--- src/rtl/gray_to_binary_converter.sv ---
// Registered N-bit Gray-to-binary converter with a valid qualifier and a
// Gray-step integrity check that flags consecutive valid words differing in more than one bit.
module gray_to_binary_converter #(
    parameter int N = 4
) (
    input  logic         clk,
    input  logic         rst_n,
    input  logic         in_valid,
    input  logic [N-1:0] gray_in,
    output logic         out_valid,
    output logic [N-1:0] binary_out,
    output logic         step_err
);

    logic [N-1:0] bin_next;
    logic [N-1:0] prev_gray;
    logic         have_prev;
    logic [N-1:0] diff;
    logic         multi_bit;

    // b[i] is the XOR-reduction of g[N-1:i]
    always_comb begin
        bin_next = '0;
        for (int unsigned i = 0; i < N; i++) begin
            bin_next[i] = ^(gray_in >> i);
        end
    end

    // popcount(diff) > 1 exactly when clearing the lowest set bit leaves something
    always_comb begin
        diff      = gray_in ^ prev_gray;
        multi_bit = |(diff & (diff - N'(1)));
    end

    always_ff @(posedge clk or negedge rst_n) begin
        if (!rst_n) begin
            binary_out <= '0;
            out_valid  <= 1'b0;
            step_err   <= 1'b0;
            prev_gray  <= '0;
            have_prev  <= 1'b0;
        end else begin
            out_valid <= in_valid;
            if (in_valid) begin
                binary_out <= bin_next;
                step_err   <= have_prev & multi_bit;
                prev_gray  <= gray_in;
                have_prev  <= 1'b1;
            end else begin
                step_err   <= 1'b0;
            end
        end
    end

endmodule

--- config.mk ---
export PLATFORM = sky130hd
export DESIGN_NAME = gray_to_binary_converter
export DESIGN_NICKNAME = d
export VERILOG_FILES = /design/src/rtl/gray_to_binary_converter.sv
export SDC_FILE = /design/constraint.sdc
export NUM_CORES = 1
export LEC_CHECK = 0
export CAP_MARGIN = 20
export CORE_AREA = 2 2 39 41
export CTS_BUF_LIST = sky130_fd_sc_hd__clkbuf_4
export CTS_CLUSTER_DIAMETER = 100
export DETAILED_ROUTE_END_ITERATION = 10
export DIE_AREA = 0 0 41 43
export GPL_TIMING_DRIVEN = 0
export PLACE_DENSITY_LB_ADDON = 0.2
export SYNTH_ARGS = -nofsm -noshare
export SYNTH_HDL_FRONTEND = slang
export SYNTH_SLANG_ARGS = --single-unit
export TNS_END_PERCENT = 10
--- constraint.sdc ---
create_clock -name clk -period 1.4 [get_ports clk]
set_clock_uncertainty 0.1 [all_clocks]
set_input_delay 0.28 -clock clk [delete_from_list [all_inputs] [get_ports clk]]
set_output_delay 0.28 -clock clk [all_outputs]
set_load 0.01 [all_outputs]
* After elaboration in Yosys (flattened, before gate mapping)
Cells that the tools add are included.
** Word-level totals
- Output and inout port bits :: 6
- ROM bits :: 0
- Bits in registers :: 11
- Memories kept :: 0
- Word-level logic and storage cells :: 15
- Latch bits :: 0
- Input port bits :: 7
- Bits in writable memories :: 0
** Cells by class
- Bitwise operators :: 3
- Divide/modulo/power cells :: 0
- Multiply operators :: 0
- Order comparisons :: 0
- Multiplexer cells :: 1
- Equal/unequal tests :: 0
- Add/subtract/negate cells :: 1
- Shifts and indexed selects :: 0
- Reduce and logical (&&, ||, !) cells :: 5
** Operators with widths (number)
- 4-bit parity :: 4
- 4-bit bitwise AND :: 1
- 4-bit OR reduction :: 1
- 4-bit by 1-bit subtractor with 4-bit output (second input constant) :: 1
- 4-bit XOR :: 1
- 1-bit bitwise AND :: 1
- 1-bit two-way mux :: 1

* Logic depth before layout (Yosys ltp)
Gate-level depths: netlist (run 1).
- Depth in word-level cells :: 6
- Depth in mapped cells :: 3
- Mapped depth without buffers :: 3

* Worst setup path before layout (run 1)
No wires, ideal clock.
- Path type :: register to register
- Start point :: register prev_gray[1]
- End point :: register step_err
- Arrival time :: 0.791 ns
- Data required time :: 1.174 ns
- Path slack :: 0.383 ns
- Stages on the path, launching flop included :: 4
- Buffers on the path :: 0
- Period minus slack after synthesis :: 1.017 ns
- Library setup time :: 0.126 ns
- Cell sequence :: dfrtp_1 -> xor2_1 -> a211oi_1 -> nor3_1
** Between the ends
- Longest elaborated chain between the ends :: 6
** RTL lines
- from (decl) :: RTL line 16 : logic [N-1:0] prev_gray;
- from (signal assigned) :: RTL line 47 : prev_gray <= gray_in;
- 4-bit XOR * :: RTL line 31 : diff = gray_in ^ prev_gray;
- 4-bit by 1-bit subtractor with 4-bit output :: RTL line 32 : multi_bit = |(diff & (diff - N'(1)));
- 4-bit bitwise AND * :: RTL line 32
- 4-bit OR reduction * :: RTL line 32
- 1-bit bitwise AND * :: RTL line 46 : step_err <= have_prev & multi_bit;
- 1-bit two-way mux * :: RTL line 44 : if (in_valid) begin
- to (signal assigned) :: RTL line 46
- to (decl) :: RTL line 12 : output logic step_err
Mark *: on every way between the ends. The rest lies on a longest branch, timed or not.
A chain may end at the register's enable or synchronous reset.

* Final worst setup path (run 1)
- Start point :: input gray_in[2]
- End point :: register binary_out[0]
** Between the ends
- Longest elaborated chain between the ends :: 1
** RTL lines
- from (decl) :: RTL line 9 : input logic [N-1:0] gray_in,
- 4-bit parity :: RTL line 25 : bin_next[i] = ^(gray_in >> i);
- to (signal assigned) :: RTL line 45 : binary_out <= bin_next;
- to (decl) :: RTL line 11 : output logic [N-1:0] binary_out,
Every way passes these cells.

==> results by group, run 1 <==
Run status
  • Outcome: finished clean

Power and ir drop
  • Sequential Power Share: 0.490
  • Max rail drop VDD: 0.416 mV
  • Internal: 0.510 mW
  • Power Total: 0.685 mW
  • Power per standard cell area: around 1100 nW/um2
  • Leak Pwr: about 0.27 nW
  • Net Sw Power: around 0.17 mW
  • Clk network pwr share: 0.279
  • Sw Ratio: 0.255
  • Comb pwr share: 0.231

Synth
  • Top-area cell type share of the netlist area: 0.556
  • Top cells by count, synth: dfrtp_1, mux2_2, xor2_1
  • Synth Cell Area: 450 um2
  • Post-Synthesis Cells: 33
  • Ys Warns: 0
  • Dominant synthesized flop cell: dfrtp_1
  • Largest area contributor in the netlist: dfrtp_1
  • Number of synthesized register bits: 10
  • Asr flop ratio synth: 1.00
  • Seq/Total Area, Yosys: 0.556
  • Avg Cell Area, Syn: 13.6 um2
  • Cell variety after synth: 14
  • Count leader, synth: dfrtp_1
  • Post-synth EDFFs: 0
  • Top cells by area, synth: dfrtp_1, mux2_2, xor2_1
  • Syn nets: 40

Die
  • Total core area: 1380 um2
  • Die width: 41 um
  • Ports: 13
  • Initial core utilization: 0.325
  • # rows: 14
  • Die Y-Extent: 43 um
  • Die Area: 1760 um2

Timing
  • Total Negative Setup Slacks: 0 ns
  • Tcrit/Tclk final: 0.970
  • Peak Freq: 0.737 GHz
  • Unrepaired setup endpoints after global routing: no
  • Final setup margin: 0.0427 ns
  • Worst-Margin Slew: roughly 0.44 ns
  • Pins over their slew limit: 0
  • Final Critical Period: 1.36 ns
  • Final hold vios: 0
  • Worst slew margin: 0.708
  • Endpoints failing setup: 0

CTS
  • Clk root buf: clkbuf_4
  • CTS tree: built
  • CTS H-Tree Depth: 1
  • Clk sinks: 10
  • Reg clk slew, reported paths: 0.06 ns
  • Skew-Pair Late Insertion Delay: 0.26 ns
  • Clock Path Buffers: 2
  • TritonCTS buffer count: 3
  • Post-CTS Hold Fix Bufs: 0

Run
  • Max Cap Viol: 0

Layout
  • Area Growth Syn to Fin: 35.8%
  • Post-Layout Cell Count: 65
  • Antenna diode count: 0
  • Ratio of cells with drive above 1 in the final layout: 0.286
  • Fin nets: 58

Setup path
  • Kind of critical path: input port to register
  • Crit path arrival time: about 1.4 ns
  • Startpoint types: input port
  • Cell depth of the worst flop-to-flop path: 4
  • Worst Path Max Fanout: 3
  • WP data required: 1.49 ns
  • Crit. End Element: register

Worst hold path
  • Type of the worst min-delay path: input port to asynchronous set/reset pin

Placed design
  • Pre-CTS WS: -0.247 ns
  • Dpl hpwl: 572 um
  • Routability cong.: 0.705
  • IO Port Bufs: 12
  • Cells after DPL: 61

Global route
  • Gr usage total: 0.105
  • Pin count of the biggest net entering global routing: 11
  • First-pass GRT wire length: between 1000 and 1500 um
  • Initial antenna violation count: 0
  • Number of global-route vias before repair: around 280
  • Grt total ovfl: 0

Routing
  • Via-to-Cell Ratio: 4.40
  • DRT iter0 DRCs: 1
  • Routed len/inst: between 10 and 15 um
  • Via count: 286
  • Total wire length: 737 um
  • TritonRoute pass-1 iters: 2
  • DRT antenna net count: 0
  • DRC viols: 0
[cells in the final DEF, fill, tap and decap left out]
cell type         n
dlygate4sd2_1     5
buf_2             1
nor2_1            2
nor3_1            1
a211oi_1          2
nand2_1           1
xnor2_2           1
a21oi_1           2
mux2_2            5
xnor2_1           1
dfrtp_1          10
or2_2             1
clkdlybuf4s50_1   6
xor2_1            4
clkbuf_4          3
xor3_1            1
buf_4             3
[routing by layer]
metal / GRT usage / share of wire / wire length [um] / vias up
met5: 0 / 0 / 0 / -
met4: 0.100 / 0.0054 / 4 / 0
met3: 0.0366 / 0.058 / 43 / 2
met2: 0.141 / 0.54 / 398 / 5
met1: 0.122 / 0.39 / 291 / 135
li1: - / - / - / 144
[power groups by stage]
stage                     sequential [mW]  clock (mW)  combinational [mW]
after floorplan                     0.352           0              0.0743
after global placement              0.342           0               0.167
after detailed placement            0.343           0               0.171
after CTS                           0.336       0.198               0.162
after global routing                0.340       0.205               0.173
final                               0.335       0.191               0.159
[final cells by class]
type / instances / area, um2
buffer: 2 / 12.5
tap: 16 / 20.0
fill: 127 / 772
sequential: 10 / 250
multi-input combinational: 21 / 188
timing repair buffer: 13 / 119
clock buffer: 3 / 22.5
[final timing paths]
check,from,to,slack [ns]
max in group asynchronous,rst_n,prev_gray[2],0.67
max reg2reg,binary_out[3],step_err,0.21
max,gray_in[2],binary_out[0],0.04
min reg2reg,have_prev,have_prev,0.38
min in group clk,have_prev,have_prev,0.38
min,rst_n,out_valid,0.23
[timing repair]
action,in CTS,in global routing
endpoints found under the setup margin,6,1
pin swaps,0,1
setup buffers,1,0
resized for setup,7,0
[worst max-delay path: stages]
cell	delay (ns)
clkdlybuf4s50_1	0.49
xnor2_2	0.26
xor3_1	0.26
a21oi_1	0.15
[sequential cells by signal, summed over array words and instances (netlist names)]
register    cells
prev_gray       3
out_valid       1
binary_out      4
have_prev       1
step_err        1
[stage by stage]
step                utilization  cell area (um2)  hold WS [ns]
floorplan                     -              450        -0.116
global placement          0.427              591         0.351
detailed placement        0.427              591         0.363
CTS                       0.442              612         0.236
global route              0.442              612         0.275
finish                    0.442              612         0.227
[cell families (layout without fill, tap and decap cells)]
kind of cell / Yosys count / after routing / synth area share
compound gates: 4 / 4 / 0.0555
xor+xnor: 7 / 7 / 0.186
buf+inv: 2 / 18 / 0.0278
flops: 10 / 10 / 0.556
mux: 5 / 5 / 0.125
simple gates: 5 / 5 / 0.0500
Note: power is estimated with default switching activity, not from simulation.
==> run 2, diff against run 1 <==
==> constraint.sdc (replaced) <==
create_clock -name clk -period 1.4 [get_ports clk]
set_clock_uncertainty 0.1 [all_clocks]
set_input_delay 0.28 -clock clk [delete_from_list [all_inputs] [get_ports clk]]
set_output_delay 0.28 -clock clk [all_outputs]
set_load 0.005 [all_outputs]
==> results of run 2 <==
The final DEF is identical to that of run 1. Status: finished clean.
Main changes from that run: total power 0.685 mW -> 0.675 mW
